<file path="config.mk">
export PLATFORM = sky130hd
export DESIGN_NAME = x7408_padseq
export DESIGN_NICKNAME = d
export VERILOG_FILES = /design/src/rtl/x7408_padseq_pkg.sv /design/src/rtl/x7408_padseq_regfile.sv /design/src/rtl/x7408_padseq.sv
export SDC_FILE = /design/constraint.sdc
export NUM_CORES = 1
export LEC_CHECK = 0
export ABC_CLOCK_PERIOD_IN_PS = 7400
export BUFFER_PORTS_ARGS = -buffer_cell sky130_fd_sc_hd__clkbuf_2
export CORE_MARGIN = 3
export CORE_UTILIZATION = 40
export DETAILED_ROUTE_END_ITERATION = 10
export PLACE_DENSITY_LB_ADDON = 0.08
export SLEW_MARGIN = 20
export SYNTH_ARGS = -nofsm -noshare
export SYNTH_HDL_FRONTEND = slang
export SYNTH_SLANG_ARGS = --single-unit
export TNS_END_PERCENT = 10
</file>
<file path="constraint.sdc">
create_clock -name i_clk -period 7.4 [get_ports i_clk]
set_input_delay 0.37 -clock i_clk [delete_from_list [all_inputs] [get_ports i_clk]]
set_output_delay 0.37 -clock i_clk [all_outputs]
set_load 0.005 [all_outputs]
</file>
<file path="src/rtl/x7408_padseq_pkg.sv">
// x7408_padseq_pkg: sequencer state encoding and default geometry of the pad ring
package x7408_padseq_pkg;
  typedef enum logic [1:0] {IDLE, SEQ_ON, ON, SEQ_OFF} state_t;
  localparam int NPADS_DEF = 12;
  localparam int CFGW_DEF = 8;
  localparam int STAGGER_DEF = 4;
endpackage

</file>
<file path="src/rtl/x7408_padseq_regfile.sv">
// x7408_padseq_regfile: per-pad cfg registers, one write port, flat read bus
module x7408_padseq_regfile
  import x7408_padseq_pkg::*;
#(
  parameter int NPADS = NPADS_DEF,
  parameter int CFGW = CFGW_DEF
) (
  input  logic                  i_clk,
  input  logic                  i_reset,
  input  logic                  i_we,
  input  logic [3:0]            i_addr,
  input  logic [CFGW-1:0]       i_data,
  output logic [NPADS*CFGW-1:0] o_rdata
);
  logic [NPADS*CFGW-1:0] r_mem;
  // addresses at or beyond NPADS match no slot and fall away
  always_ff @(posedge i_clk or posedge i_reset)
    if (i_reset) r_mem <= '0;
    else for (int i = 0; i < NPADS; i++) if (i_we && i_addr == 4'(i)) r_mem[i*CFGW +: CFGW] <= i_data;
  assign o_rdata = r_mem;
endmodule

</file>
<file path="src/rtl/x7408_padseq.sv">
// x7408_padseq: staggered power-up/power-down sequencer for the GPIO pad ring
module x7408_padseq
  import x7408_padseq_pkg::*;
#(
  parameter int NPADS = NPADS_DEF,
  parameter int CFGW = CFGW_DEF,
  parameter int STAGGER = STAGGER_DEF
) (
  input  logic                  i_clk,
  input  logic                  i_reset,
  input  logic                  i_start,
  input  logic                  i_stop,
  input  logic [NPADS-1:0]      i_dir_mask,
  input  logic                  i_wr_valid,
  output logic                  o_wr_ready,
  input  logic [3:0]            i_wr_addr,
  input  logic [CFGW-1:0]       i_wr_data,
  output logic [NPADS-1:0]      o_pad_ie,
  output logic [NPADS-1:0]      o_pad_oen,
  output logic [NPADS*CFGW-1:0] o_pad_cfg,
  output logic                  o_busy,
  output logic                  o_done
);
  localparam int CW = (STAGGER > 1) ? $clog2(STAGGER) : 1;
  localparam int IW = (NPADS > 1) ? $clog2(NPADS) : 1;
  localparam logic [CW-1:0] RELOAD = CW'(STAGGER - 1);
  localparam logic [IW-1:0] LAST = IW'(NPADS - 1);
  state_t r_state, w_state_nxt;
  logic [NPADS-1:0] r_dir, r_en, w_dir_nxt, w_en_nxt;
  logic [CW-1:0] r_cnt, w_cnt_nxt;
  logic [IW-1:0] r_idx, w_idx_nxt;
  logic [NPADS*CFGW-1:0] w_cfg, w_cfg_nxt;
  logic w_we;
  assign o_wr_ready = (r_state == IDLE) || (r_state == ON);
  assign w_we = i_wr_valid && o_wr_ready;
  x7408_padseq_regfile #(.NPADS(NPADS), .CFGW(CFGW)) u_regfile (
    .i_clk(i_clk), .i_reset(i_reset), .i_we(w_we), .i_addr(i_wr_addr), .i_data(i_wr_data), .o_rdata(w_cfg)
  );
  // pad_cfg is registered from the post-write value so a write lands on the pad in the same cycle as the register
  for (genvar i = 0; i < NPADS; i++) begin : g_cfg
    assign w_cfg_nxt[i*CFGW +: CFGW] = !w_en_nxt[i] ? '0 :
      (w_we && i_wr_addr == 4'(i)) ? i_wr_data : w_cfg[i*CFGW +: CFGW];
  end
  // r_idx is the pad most recently enabled (SEQ_ON) or disabled (SEQ_OFF)
  always_comb begin
    w_state_nxt = r_state;
    w_dir_nxt = r_dir;
    w_en_nxt = r_en;
    w_cnt_nxt = r_cnt;
    w_idx_nxt = r_idx;
    case (r_state)
      IDLE: if (i_start) begin
        w_state_nxt = SEQ_ON;
        w_dir_nxt = i_dir_mask;
        w_en_nxt = NPADS'(1);
        w_idx_nxt = '0;
        w_cnt_nxt = RELOAD;
      end
      SEQ_ON: if (i_stop) begin
        w_state_nxt = SEQ_OFF;
        w_en_nxt[r_idx] = 1'b0;
        w_cnt_nxt = RELOAD;
      end else if (r_idx == LAST) w_state_nxt = ON;
      else if (r_cnt == '0) begin
        w_idx_nxt = r_idx + IW'(1);
        w_en_nxt[w_idx_nxt] = 1'b1;
        w_cnt_nxt = RELOAD;
      end else w_cnt_nxt = r_cnt - CW'(1);
      ON: if (i_stop) begin
        w_state_nxt = SEQ_OFF;
        w_en_nxt[LAST] = 1'b0;
        w_idx_nxt = LAST;
        w_cnt_nxt = RELOAD;
      end
      default: if (r_idx == '0) w_state_nxt = IDLE;
      else if (r_cnt == '0) begin
        w_idx_nxt = r_idx - IW'(1);
        w_en_nxt[w_idx_nxt] = 1'b0;
        w_cnt_nxt = RELOAD;
      end else w_cnt_nxt = r_cnt - CW'(1);
    endcase
  end
  always_ff @(posedge i_clk or posedge i_reset)
    if (i_reset) begin
      r_state <= IDLE;
      r_dir <= '0;
      r_en <= '0;
      r_cnt <= '0;
      r_idx <= '0;
      o_pad_ie <= '0;
      o_pad_oen <= '1;
      o_pad_cfg <= '0;
      o_busy <= 1'b0;
      o_done <= 1'b0;
    end else begin
      r_state <= w_state_nxt;
      r_dir <= w_dir_nxt;
      r_en <= w_en_nxt;
      r_cnt <= w_cnt_nxt;
      r_idx <= w_idx_nxt;
      o_pad_ie <= w_en_nxt & ~w_dir_nxt;
      o_pad_oen <= ~(w_en_nxt & w_dir_nxt);
      o_pad_cfg <= w_cfg_nxt;
      o_busy <= (w_state_nxt == SEQ_ON) || (w_state_nxt == SEQ_OFF);
      o_done <= w_state_nxt == ON;
    end
endmodule

</file>
==> reports/qor.csv <==
metric;value;unit
status;complete, but fails checks;
violations;negative hold slack;
synth-async-reset-ratio;100;%
clock_skew;0.0182;ns
p_seq_share;43.9;%
multi_input_area;0.00353;mm²
drive_gt1_share;33.6;%
cts_sinks;249;
layout_commonest_cell;dfrtp_1;
required;7.75;ns
fin_nets;1002;
track_usage;19.0;%
end_kind;flip-flop;
wl_met3;1380;µm
clock_latency;0.52;ns
postCtsSetupBuffers;0;
grt_pass1_wl;40000;µm
period_needed;3.20;ns
topRoutingLayerUsed;met4;
dpl.hpwl;16800;µm
syn-cell-area;0.0101;mm²
synth-main-ff-cell;dfrtp_1;
yosysUniqueCellTypes;54;
critPathMaxStageDelay;0.77;ns
worstSetupPathType;reg -> reg;
slew_violations;0;
avgSynthCellArea;12.1;µm²
synth-seq-cells;249;
antenna_found_initial;0;
p_int;3.10;mW
cts_hold_buf;0;
ff_latch_area;0.00625;mm²
die-width;165;µm
setup_viol;0;
cts_tree;yes;
io_pins;152;
tns;0;ns
routedWlPerCell;19.7;µm
clk_path_buf_depth;3;
nFillCells;2273;
timing.fmax;312;MHz
r2r-start;r_idx[0];
path_cells;inv_1 -> ha_1 -> inv_1 -> or3_1 -> a211o_1 -> a32oi_1 -> a21oi_1;
yosysWarnings;0;
die-area;0.0272;mm²
p_total;4.55;mW
dr.pass1.iters;5;
path_max_fanout;19;
final_antenna_net_count;0;
diodes;0;
switchingPower;1.45;mW
vias;6732;
htreeDepth;1;
reg2reg_depth;7;
crit_path_frequent_cell;inv_1;
maxCapViolations;0;
clkPwrFrac;27.8;%
worst_pin_slew;1.06;ns
powerDensity;381;mW/mm²
syn2layout_area_growth;18.2;%
clkSlewWorstSetupHoldPaths;0.06;ns
total_leakage_power;5.89;nW
peakVddDrop;0.000156;V
clockRootBuffer;clkbuf_16;
maxSlewHeadroom;29.3;%
slowest_stage;a32oi_1;
period_share;43.3;%
row_count;57;
combPwrFrac;28.4;%
startpoint_type;flip-flop;
cts_buffers;26;
yosysSeqAreaShare;61.8;%
synth_nets;870;
wl_met2;11700;µm
grt_max_degree;105;
grt_pass1_vias;6808;
synth_edf_count;0;
die_h;165;µm
coreArea;0.0246;mm²
port_buffers;151;
grt-ovfl-total;0;
hold_violations;7;
netlist_instances;834;
wirelength_met1;11900;µm
cp.arrival;3.55;ns
routabilityCongestion;0.909;
rsz0062_at_grt;no;
drt_iter0_markers;346;
final_cell_mix;dfrtp_1, clkbuf_2, mux2_2, nand2_1, nor2_1;
viasPerCell;5.14;
cts_resized;0;
p_sw_share;31.8;%
drt-total-wl;25800;µm
hold_ws;-0.0269;ns
reg2reg_slack;4.20;ns
hp-class;in -> async;
reg2reg_to;o_pad_cfg[54];
drc_errors;0;
initial_core_util;41.1;%
-- cells by family after synthesis --
logic type / share of synthesized area [%]
xor gates and xnor gates: 0.0866
DFF: 61.8
buffers and inverters: 3.58
muxes: 11.6
and+or+nand+nor: 15.7
adders and majority gates: 0.866
AOI/OAI and AO/OA: 6.40
-- state kept, by name, summed over array words and instances, names as in the netlist --
signal	count
o_pad_cfg	96
u_regfile.o_rdata	96
o_pad_ie	12
o_pad_oen	12
r_dir	12
r_en	12
r_idx	4
r_cnt	2
o_busy	1
o_done	1
r_state	1
-- worst max-delay path by stage --
stage / start / end / slack (ns)
floorplan: i_reset / o_busy / 0.21
global placement: r_idx[0] / o_pad_oen[10] / 4.16
detailed placement: r_idx[0] / o_pad_oen[9] / 4.21
CTS: r_idx[0] / o_pad_oen[9] / 4.18
global route: r_idx[0] / o_pad_ie[6] / 3.99
finish: r_idx[0] / o_pad_cfg[54] / 4.20
-- per-layer routing --
metal | track usage (%) | up-vias
met3 | 2.93 | 41
met4 | 6.14 | 0
li1 | - | 3142
met5 | 0 | -
met2 | 29.4 | 202
met1 | 27.6 | 3347
-- power groups by stage --
stage / Combinational (mW) / Clock, mW / Sequential [mW]
after floorplan: 0.867 / 0 / 1.96
after global placement: 1.29 / 0 / 2.01
after detailed placement: 1.30 / 0 / 2.02
after CTS: 1.30 / 1.29 / 2.00
after global routing: 1.45 / 1.36 / 2.04
final: 1.29 / 1.26 / 2.00
-- cell usage after synthesis, types with 3 or more instances --
master	n	area share [%]
dfrtp_1	237	59
mux2_2	91	10
nand2_1	80	3.0
nor2_1	43	1.6
a21oi_1	39	1.9
inv_1	30	1.1
clkbuf_1	29	1.1
o21ai_0	23	1.1
nor3_1	20	0.99
buf_2	19	0.94
nand3_1	19	0.94
nor3b_1	18	1.3
nor2b_1	17	1.1
nor3b_2	17	2.1
and3_1	15	0.93
mux2i_1	15	1.5
dfstp_2	12	3.1
and2_1	11	0.68
ha_1	7	0.87
nand2b_1	7	0.43
or3_1	7	0.43
buf_4	5	0.37
o211ai_1	5	0.37
a211oi_1	4	0.30
nand4_1	4	0.25
nor4b_1	4	0.35
o21a_1	4	0.30
o22a_1	4	0.35
o22ai_1	4	0.25
o32a_1	4	0.40
nor4bb_1	3	0.30
or2_2	3	0.19
or3b_2	3	0.26
-- worst max-delay path: cells and delay by family (launching register included) --
family          cells  cell delay [ns]
compound gates      3             1.13
flops               1             0.50
buf+inv             2             0.41
simple gates        1             0.39
fa+ha+maj           1             0.60
-- through the flow --
step | utilization, % | hold slack (ns) | setup slack [ns] | std cells | area [µm²]
2_1_floorplan | - | 0.441 | 0.207 | 834 | 10100
4_1_cts | 48.6 | 0.0179 | 4.18 | 1310 | 11900
3_3_place_gp | 45.1 | 0.452 | 4.16 | 1262 | 11100
5_1_grt | 48.6 | 0.0421 | 3.99 | 1310 | 11900
6_report | 48.6 | -0.0269 | 4.20 | 1310 | 11900
3_5_place_dp | 45.2 | 0.458 | 4.21 | 1262 | 11100
-- cell type report --
type / count / share of cell area [%]
Inverter: 30 / 1.01
Clock buffer: 43 / 6.74
Multi-Input combinational cell: 500 / 29.5
Tap cell: 324 / 3.39
Timing Repair Buffer: 159 / 6.83
Clock inverter: 5 / 0.241
Sequential cell: 249 / 52.3
No activity file was read; power rests on OpenSTA's default activity.
